**config.mk**
```make
export PLATFORM = sky130hd
export DESIGN_NAME = alu_exec
export DESIGN_NICKNAME = d
export VERILOG_FILES = /design/src/rtl/alu_pkg.sv /design/src/rtl/alu_adder.sv /design/src/rtl/alu_exec.sv
export SDC_FILE = /design/constraint.sdc
export NUM_CORES = 1
export LEC_CHECK = 0
export ABC_AREA = 1
export BUFFER_PORTS_ARGS = -buffer_cell sky130_fd_sc_hd__buf_2
export CORE_UTILIZATION = 45
export DETAILED_ROUTE_END_ITERATION = 10
export GPL_TIMING_DRIVEN = 0
export PLACE_DENSITY_LB_ADDON = 0.1
export RECOVER_POWER = 100
export SLEW_MARGIN = 20
export SYNTH_ARGS = -nofsm -noshare
export SYNTH_HDL_FRONTEND = slang
export SYNTH_SLANG_ARGS = --single-unit
export TNS_END_PERCENT = 1
```
**constraint.sdc**
```tcl
create_clock -name clk -period 5.89 [get_ports clk]
set_clock_uncertainty 0.2 [all_clocks]
set_input_delay 0.8835 -clock clk [delete_from_list [all_inputs] [get_ports clk]]
set_output_delay 0.8835 -clock clk [all_outputs]
set_load 0.1 [all_outputs]
```
**src/rtl/alu_pkg.sv**
```systemverilog
// Shared encodings for the execute-stage ALU: operation selects, branch
// condition codes and the sequencing FSM states.
package alu_pkg;

   typedef enum logic [3:0] {
      ALU_AND  = 4'b0000,
      ALU_OR   = 4'b0001,
      ALU_XOR  = 4'b0010,
      ALU_ADD  = 4'b0011,
      ALU_SUB  = 4'b0100,
      ALU_SLT  = 4'b0101,
      ALU_SLTU = 4'b0110,
      ALU_SLL  = 4'b0111,
      ALU_SRL  = 4'b1000,
      ALU_SRA  = 4'b1001,
      ALU_ADDR = 4'b1010
   } alusel_e;

   localparam logic [2:0] F3_EQ  = 3'b000;
   localparam logic [2:0] F3_NE  = 3'b001;
   localparam logic [2:0] F3_LT  = 3'b100;
   localparam logic [2:0] F3_GE  = 3'b101;
   localparam logic [2:0] F3_LTU = 3'b110;
   localparam logic [2:0] F3_GEU = 3'b111;

   typedef enum logic [1:0] {
      IDLE  = 2'b00,
      SHIFT = 2'b01,
      DONE  = 2'b10
   } state_e;

   function automatic logic is_shift(input alusel_e sel);
      return (sel == ALU_SLL) || (sel == ALU_SRL) || (sel == ALU_SRA);
   endfunction

   function automatic logic uses_inverted_b(input alusel_e sel);
      return (sel == ALU_SUB) || (sel == ALU_SLT) || (sel == ALU_SLTU);
   endfunction

endpackage

```
**src/rtl/alu_adder.sv**
```systemverilog
// Combinational add/subtract core with the flags the ALU and branch unit need.
module alu_adder
   import alu_pkg::*;
#(
   parameter int XLEN = 32
) (
   input  logic [XLEN-1:0] a_i,
   input  logic [XLEN-1:0] b_i,
   input  logic            inv_i,
   input  logic            cin_i,
   output logic [XLEN-1:0] sum_o,
   output logic            cout_o,
   output logic            zero_o,
   output logic            slt_o
);

   logic [XLEN:0] wide_s;

   // One adder serves ADD/SUB/compares; the carry-in is taken exactly as given.
   always_comb begin
      wide_s = {1'b0, a_i} + {1'b0, b_i ^ {XLEN{inv_i}}} + {{XLEN{1'b0}}, cin_i};
      sum_o  = wide_s[XLEN-1:0];
      cout_o = wide_s[XLEN];
      zero_o = (wide_s[XLEN-1:0] == {XLEN{1'b0}});
      slt_o  = ($signed(a_i) < $signed(b_i));
   end

endmodule

```
**src/rtl/alu_exec.sv**
```systemverilog
// Execute-stage ALU with valid/ready handshakes; shifts run one bit per cycle,
// everything else completes in a single cycle.
module alu_exec
   import alu_pkg::*;
#(
   parameter int XLEN = 32
) (
   input  logic            clk,
   input  logic            rst_n,
   input  logic            in_valid,
   output logic            in_ready,
   input  logic [XLEN-1:0] op_a,
   input  logic [XLEN-1:0] op_b,
   input  logic [3:0]      alusel,
   input  logic            cin,
   input  logic            branch,
   input  logic [2:0]      funct3,
   output logic            out_valid,
   input  logic            out_ready,
   output logic [XLEN-1:0] result,
   output logic            br_taken
);

   localparam int SW = $clog2(XLEN);
   localparam logic [SW-1:0] CNT_ONE = {{(SW-1){1'b0}}, 1'b1};

   state_e          state_q, state_d;
   logic [SW-1:0]   cnt_q, cnt_d;
   alusel_e         kind_q, kind_d;
   logic [XLEN-1:0] result_q, result_d;
   logic            br_q, br_d;
   logic            ov_q, ov_d;

   alusel_e         sel_s;
   logic            inv_s;
   logic [XLEN-1:0] sum_s;
   logic            cout_s, zero_s, slt_s;
   logic [XLEN-1:0] alu_res_s;
   logic [XLEN-1:0] shifted_s;
   logic            taken_s;
   logic [SW-1:0]   shamt_s;

   assign sel_s   = alusel_e'(alusel);
   assign inv_s   = branch | uses_inverted_b(sel_s);
   assign shamt_s = op_b[SW-1:0];

   alu_adder #(.XLEN(XLEN)) u_adder (
      .a_i    (op_a),
      .b_i    (op_b),
      .inv_i  (inv_s),
      .cin_i  (cin),
      .sum_o  (sum_s),
      .cout_o (cout_s),
      .zero_o (zero_s),
      .slt_o  (slt_s)
   );

   // Shifts load op_a here and are then stepped in the result register.
   always_comb begin
      case (sel_s)
         ALU_AND:  alu_res_s = op_a & op_b;
         ALU_OR:   alu_res_s = op_a | op_b;
         ALU_XOR:  alu_res_s = op_a ^ op_b;
         ALU_ADD,
         ALU_SUB,
         ALU_ADDR: alu_res_s = sum_s;
         ALU_SLT:  alu_res_s = {{(XLEN-1){1'b0}}, slt_s};
         ALU_SLTU: alu_res_s = {{(XLEN-1){1'b0}}, ~cout_s};
         ALU_SLL,
         ALU_SRL,
         ALU_SRA:  alu_res_s = op_a;
         default:  alu_res_s = {XLEN{1'b0}};
      endcase
   end

   always_comb begin
      case (funct3)
         F3_EQ:   taken_s = zero_s;
         F3_NE:   taken_s = ~zero_s;
         F3_LT:   taken_s = slt_s;
         F3_GE:   taken_s = ~slt_s;
         F3_LTU:  taken_s = ~cout_s;
         F3_GEU:  taken_s = cout_s;
         default: taken_s = 1'b0;
      endcase
   end

   always_comb begin
      case (kind_q)
         ALU_SLL: shifted_s = {result_q[XLEN-2:0], 1'b0};
         ALU_SRL: shifted_s = {1'b0, result_q[XLEN-1:1]};
         ALU_SRA: shifted_s = {result_q[XLEN-1], result_q[XLEN-1:1]};
         default: shifted_s = result_q;
      endcase
   end

   always_comb begin
      state_d  = state_q;
      cnt_d    = cnt_q;
      kind_d   = kind_q;
      result_d = result_q;
      br_d     = br_q;
      ov_d     = ov_q;
      case (state_q)
         IDLE: begin
            if (in_valid) begin
               kind_d   = sel_s;
               result_d = branch ? sum_s : alu_res_s;
               br_d     = branch & taken_s;
               if (!branch && is_shift(sel_s) && (shamt_s != {SW{1'b0}})) begin
                  cnt_d   = shamt_s;
                  state_d = SHIFT;
               end else begin
                  ov_d    = 1'b1;
                  state_d = DONE;
               end
            end else begin
               state_d = IDLE;
            end
         end
         SHIFT: begin
            result_d = shifted_s;
            cnt_d    = cnt_q - CNT_ONE;
            if (cnt_q == CNT_ONE) begin
               ov_d    = 1'b1;
               state_d = DONE;
            end else begin
               state_d = SHIFT;
            end
         end
         DONE: begin
            if (out_ready) begin
               ov_d    = 1'b0;
               state_d = IDLE;
            end else begin
               state_d = DONE;
            end
         end
         default: begin
            ov_d    = 1'b0;
            state_d = IDLE;
         end
      endcase
   end

   always_ff @(posedge clk or negedge rst_n) begin
      if (!rst_n) begin
         state_q  <= IDLE;
         cnt_q    <= {SW{1'b0}};
         kind_q   <= ALU_AND;
         result_q <= {XLEN{1'b0}};
         br_q     <= 1'b0;
         ov_q     <= 1'b0;
      end else begin
         state_q  <= state_d;
         cnt_q    <= cnt_d;
         kind_q   <= kind_d;
         result_q <= result_d;
         br_q     <= br_d;
         ov_q     <= ov_d;
      end
   end

   assign in_ready  = (state_q == IDLE);
   assign out_valid = ov_q;
   assign result    = result_q;
   assign br_taken  = br_q;

endmodule

```
# ---- Word-level counts from Yosys, hierarchy flattened
# Cells that the tools add are included.
# Widths: inputs -> output; s select.
dict set report classes {
  add_sub_neg 3
  order_cmp 1
  muxes 19
  reduce_logical 20
  n_bitwise 9
  n_eq_ne 29
}
# cell n
set op_table {}
lappend op_table {{$pmux 32 s7} 1}
lappend op_table {{$pmux 32 s3} 1}
lappend op_table {{$mux 32} 2}
lappend op_table {{$pmux 32 s2} 1}
lappend op_table {{$xor 32x32->32} 2}
lappend op_table {{$add 32x32->33} 1}
lappend op_table {{$add 33x1->33} 1}
lappend op_table {{$and 32x32->32} 1}
lappend op_table {{$logic_not 32->1} 1}
lappend op_table {{$lt 32x32->1} 1}
lappend op_table {{$or 32x32->32} 1}
lappend op_table {{$eq 4x3->1 const B} 5}
lappend op_table {{$eq 4x4->1 const B} 5}
lappend op_table {{$eq 3x3->1 const B} 4}
lappend op_table {{$mux 5} 2}
lappend op_table {{$ne 2x2->1 const B} 5}
lappend op_table {{$pmux 5 s2} 1}
lappend op_table {{$eq 4x2->1 const B} 2}
lappend op_table {{$mux 2} 4}
lappend op_table {{$reduce_and 4->1} 2}
lappend op_table {{$pmux 1 s6} 1}
lappend op_table {{$pmux 2 s3} 1}
lappend op_table {{$reduce_and 3->1} 2}
lappend op_table {{$reduce_or 3->1} 2}
lappend op_table {{other kinds (23)} 32}
dict set report word_totals {
  register_bits 45
  input_bits 77
  word_cells 88
  out_inout_bits 35
}

# ---- Logic depth before layout (Yosys ltp)
dict set report depth {
  depth_word 12
  ltp_mapped 26
  ltp_nobuf 25
}

# ---- Hierarchy
# A second synthesis with hierarchy kept.
dict set report hier_totals {
  hier_cells 1641
  area_unflattened_um2 9232.6
}
# module cells_per_inst n_inst area_per_inst_um2
set by_module_without_submodules {}
lappend by_module_without_submodules {alu_exec 924 1 5366.4}
lappend by_module_without_submodules {alu_adder 717 1 3866.2}

# ---- Least setup slack after synthesis
# OpenSTA, ideal clock, no wires.
dict set report synth_path {
  path_kind {input-to-reg}
  start {in alusel[2]}
  end {reg br_q (netlist: br_taken)}
  stages 24
  required_time_ns 5.622
  path_buffers 1
  setup_slack_ns 1.953
  arrival_ns 3.670
  cell_sequence {inv_1 -> nor2_2 -> inv_1 -> o21ai_1 -> buf_2 -> xor2_1 -> fa_1 -> inv_1 -> fa_1 -> inv_1 -> nand2_1 -> a21oi_1 -> nand3_1 -> nor2_1 -> nand3_1 -> nor2_1 -> nand2_1 -> nor2_1 -> nand2_1 -> nor2_1 -> nand3_1 -> nand3_1 -> nand2_1 -> nand2_1}
}
dict set report synth_via {
  elab_chain_len 11
  elab_cells_between_ends 14
}
# element line
set synth_rtl {}
lappend synth_rtl {{from (decl)} alu_exec.sv:14} ;# input logic [3:0] alusel,
lappend synth_rtl {{$eq 4x3->1} alu_pkg.sv:37} ;# return (sel == ALU_SUB) || (sel == ALU_SLT) || (sel == ALU_SLTU);
lappend synth_rtl {{$logic_or 1x1->1} alu_pkg.sv:37}
lappend synth_rtl {{$logic_or 1x1->1 (*)} alu_pkg.sv:37}
lappend synth_rtl {{$or 1x1->1 (*)} alu_exec.sv:44} ;# assign inv_s = branch | uses_inverted_b(sel_s);
lappend synth_rtl {{$xor 32x32->32 (*)} alu_adder.sv:21} ;# wide_s = {1'b0, a_i} + {1'b0, b_i ^ {XLEN{inv_i}}} + {{XLEN{1'b0}}, cin_i};
lappend synth_rtl {{$add 32x32->33 (*)} alu_adder.sv:21}
lappend synth_rtl {{$add 33x1->33 (*)} alu_adder.sv:21}
lappend synth_rtl {{$logic_not 32->1} alu_adder.sv:24} ;# zero_o = (wide_s[XLEN-1:0] == {XLEN{1'b0}});
lappend synth_rtl {{$not 1->1} alu_exec.sv:79} ;# F3_NE: taken_s = ~zero_s;
lappend synth_rtl {{$pmux 1 s6 (*)} alu_exec.sv:77} ;# case (funct3)
lappend synth_rtl {{$and 1x1->1 (*)} alu_exec.sv:109} ;# br_d = branch & taken_s;
lappend synth_rtl {{to (signal assigned)} alu_exec.sv:159} ;# br_q <= br_d;
lappend synth_rtl {{to (decl)} alu_exec.sv:31} ;# logic br_q, br_d;
# Mark *: on every way between the ends. The rest lies on a longest branch, timed or not.
# A chain may end at the register's enable or synchronous reset.

# ---- Worst setup path after layout
# Same ends and word-level chain as after synthesis.

==> metrics.csv <==
stage;metric;value;unit
run_status;result of the run;finished with violations;
run_status;violations in the final reports;capacitance limit, slew limit;
global_routing;number of antenna violations at the first check in global routing;0;
sta;min Tclk post-route;5040;ps
worst_setup_path;data arrival time at the worst-slack endpoint;5080;ps
global_routing;vias in the first global route;8669;
sta;actual slew at the worst max-slew pin;2430;ps
detailed_routing;Final Routed Wirelength;30800;µm
cts;Clock Sinks;45;
final_layout;count of filler cells inserted in the layout;2090;
cts;clock-pin transition on the worst setup and hold timing paths;60;ps
power_and_ir_drop;post-layout power;3.20;mW
sta;crit share post-route;85.7;%
detailed_routing;final antenna-violating net count;0;
yosys;post-synth net total;1640;
detailed_routing;DR WL/cell;17.3;µm
worst_setup_path;maximum net fanout on the critical path;10;
worst_setup_path;startpoint class of the critical path;input port;
die;Site Rows;50;
placement;Cell Area, Placed;9440;µm²
sta;final total negative setup slack;0;ps
worst_setup_path;worst endpoint required time;5930;ps
global_routing;final global-route overflow total;0;
cts;Post-CTS Hold Fix Bufs;0;
cts;depth of the CTS H-tree;2;
yosys;main combinational cell family by area after synthesis;simple AND/OR/NAND/NOR gates;
yosys;share of synthesized flip-flops with an asynchronous set or reset;100;%
yosys;Post-Synthesis Mean Instance Area;6.00;µm²
final_layout;Layout Nets;1758;
detailed_routing;average via count per standard cell;5.38;
cts;CTS tree;yes;
yosys;gate count after technology mapping;1432;
yosys;number of enable-type register cells in the synthesized netlist;0;
global_routing;largest net degree at the start of global routing;46;
final_layout;total non-filler cell area in the finished layout;9500;µm²
worst_setup_path;worst reg2reg path startpoint;kind_q[3];
yosys;synthesized-area fraction occupied by xor and xnor cells;3.36;%
worst_setup_path;CP Class;input port to flip-flop;
power_and_ir_drop;Leakage;5.31;nW
sta;worst slack on hold paths;289;ps
power_and_ir_drop;Max VDD drop;187;µV
cts;post_cts resized;0;
yosys;sequential share of the synthesized area;13.1;%
die;Chip Height;140;µm
final_layout;most common library cell in the layout ignoring fill and taps;sky130_fd_sc_hd__nand2_1;
die;starting utilization of the core area;45.9;%
die;width of the die;140;µm
sta;Slew Limit Headroom;-61.9;%
detailed_routing;drt first-iter violations;691;
detailed_routing;detailed-routing iteration count for the pre-antenna-repair pass;6;
cts;worst skew pair latency;300;ps
cts;master cell of the clock root buffer;sky130_fd_sc_hd__clkbuf_16;
sta;FMAX;198;MHz
yosys;compound-gate portion of the synthesized area;17.8;%
final_layout;layout cells sized above 1;8.39;%
global_routing;GRT Total Usage;31.5;%
die;floorplan die area;19600;µm²
cts;Setup Fix Bufs, Post-CTS;0;
yosys;adder and majority gate portion of the synthesized area;19.3;%
worst_setup_path;critical path launch point;alusel[2];
sta;unrepaired setup endpoints after global routing;no;
global_routing;global-route wire length before repair;47900;µm
detailed_routing;DRC violation count after routing;0;
sta;Fin. Hold Viols;0;
worst_setup_path;maximum cell stage delay along the critical path;590;ps
worst_hold_path;launch point of the worst hold path;br_taken;
worst_setup_path;Max stage delay cell, worst path;sky130_fd_sc_hd__o21ai_1;
placement;Buffers on Ports;111;
die;placeable core area;18700;µm²
yosys;biggest area consumer among synthesized cells;sky130_fd_sc_hd__ha_1;
sta;number of endpoints failing setup at the final stage;0;
yosys;post-synthesis cell type count;42;
yosys;ys flop type;sky130_fd_sc_hd__dfrtp_1;
worst_setup_path;dominant cell type by count on the critical path;sky130_fd_sc_hd__nand2_1;
final_layout;area added between synthesis and finish;10.6;%
placement;hpwl dp;25600;µm
yosys;#FFs+latches synth;45;
sta;Final Max Tran Viols;46;
worst_setup_path;critical path capture point type;flip-flop;
detailed_routing;via count;9589;
worst_hold_path;Tightest Hold Check Type;flip-flop to flip-flop;
yosys;synthesized area;8590;µm²
yosys;multiplexer area fraction after synthesis;0;%
cts;cts bufs inserted;5;
yosys;Synth Area in Simple Gates;33.4;%
yosys;share of Yosys cell area claimed by the top area cell type;18.8;%
placement;weighted congestion at the end of routability-driven global placement;0.997;
final_layout;highest-count cells in the layout ignoring fill and taps;sky130_fd_sc_hd__nand2_1, sky130_fd_sc_hd__inv_1, sky130_fd_sc_hd__nor2_1;
power_and_ir_drop;power density cells;337;nW/µm²
run;Maximum Capacitance Violations;1;
die;Ports;112;
final_layout;number of diodes;0;
cts;Clock Path Buffers;2;
yosys;count of warnings emitted by yosys;0;
yosys;top cells by area in the synthesized netlist;sky130_fd_sc_hd__ha_1, sky130_fd_sc_hd__nand2_1, sky130_fd_sc_hd__dfrtp_1;
[critical path, delay by kind of cell]
family                     cells  cell delay [ps]
AOI/OAI and AO/OA              1              590
xor gates and xnor gates       1              130
adders and majority gates      2              710
buffers and inverters          5              950
and+or+nand+nor               17             1810
[metrics by stage]
stage | utilization [%] | instances | worst slack, ps
finish | 50.8 | 1784 | 845
global route | 50.8 | 1784 | 484
CTS | 51.3 | 1784 | 1020
detailed placement | 50.5 | 1777 | 724
global placement | 50.5 | 1777 | 738
floorplan | - | 1432 | 1950
[cells by family after synthesis]
logic type,Yosys count
AO/OA/AOI/OAI,258
flip-flops,45
buffers and inverters,297
adder cells (fa/ha/maj),131
AND/OR/NAND/NOR,668
XOR/XNOR,33
[flip-flops by register name, indices dropped and copies added, names as in the netlist]
register   flops
br_taken       1
cnt_q          5
kind_q         4
out_valid      1
result        32
state_q        2
[per-layer routing]
| layer | global-route usage, % | share of wire (%) |
|---|---|---|
| met4 | 9.72 | 2.8 |
| met2 | 51.8 | 45 |
| met5 | 0 | 0 |
| met3 | 2.12 | 6.2 |
| met1 | 43.9 | 46 |
[path summary, 6_finish.rpt]
check / end / slack, ps / cells past startpoint
worst max-delay path: br_taken / 850 / 26
worst min-delay path: br_taken / 290 / 2
worst max register to register: result[29] / 3560 / 8
worst min register to register: br_taken / 290 / 2
max in group asynchronous: result[11] / 2980 / 1
min in group asynchronous: cnt_q[0] / 1120 / 1
[where the power goes]
group	leakage [nW]	total, mW	internal [mW]	switching, mW
registers	0.534	0.614	0.457	0.157
clock network	0.0797	0.319	0.197	0.121
logic	4.70	2.27	0.455	1.81
[cells in the mapped netlist, types with 13 or more instances]
| cell | count |
|---|---|
| sky130_fd_sc_hd__nand2_1 | 386 |
| sky130_fd_sc_hd__inv_1 | 253 |
| sky130_fd_sc_hd__ha_1 | 129 |
| sky130_fd_sc_hd__nor2_1 | 129 |
| sky130_fd_sc_hd__o21ai_0 | 83 |
| sky130_fd_sc_hd__a21oi_1 | 63 |
| sky130_fd_sc_hd__nand3_1 | 54 |
| sky130_fd_sc_hd__dfrtp_1 | 45 |
| sky130_fd_sc_hd__o22ai_1 | 35 |
| sky130_fd_sc_hd__xor2_1 | 32 |
| sky130_fd_sc_hd__clkbuf_1 | 27 |
| sky130_fd_sc_hd__a221oi_1 | 25 |
| sky130_fd_sc_hd__a31oi_1 | 25 |
| sky130_fd_sc_hd__nand2_2 | 22 |
| sky130_fd_sc_hd__nor2_2 | 18 |
| sky130_fd_sc_hd__nor3_1 | 17 |
| sky130_fd_sc_hd__nand4_1 | 14 |
| sky130_fd_sc_hd__nand3b_1 | 13 |
[area by class of cell]
class                           instances  area, µm²  area share [%]
Timing Repair Buffer                  111        509            5.36
Sequential cell                        45       1130            11.9
Buffer                                 35        138            1.45
Tap cell                              234        293            3.08
Multi-Input combinational cell       1090       6290            66.2
Inverter                              262        983            10.4
Clock buffer                            5        125            1.32
Clock inverter                          2       35.0           0.369
(Power assumes the default switching activity.)
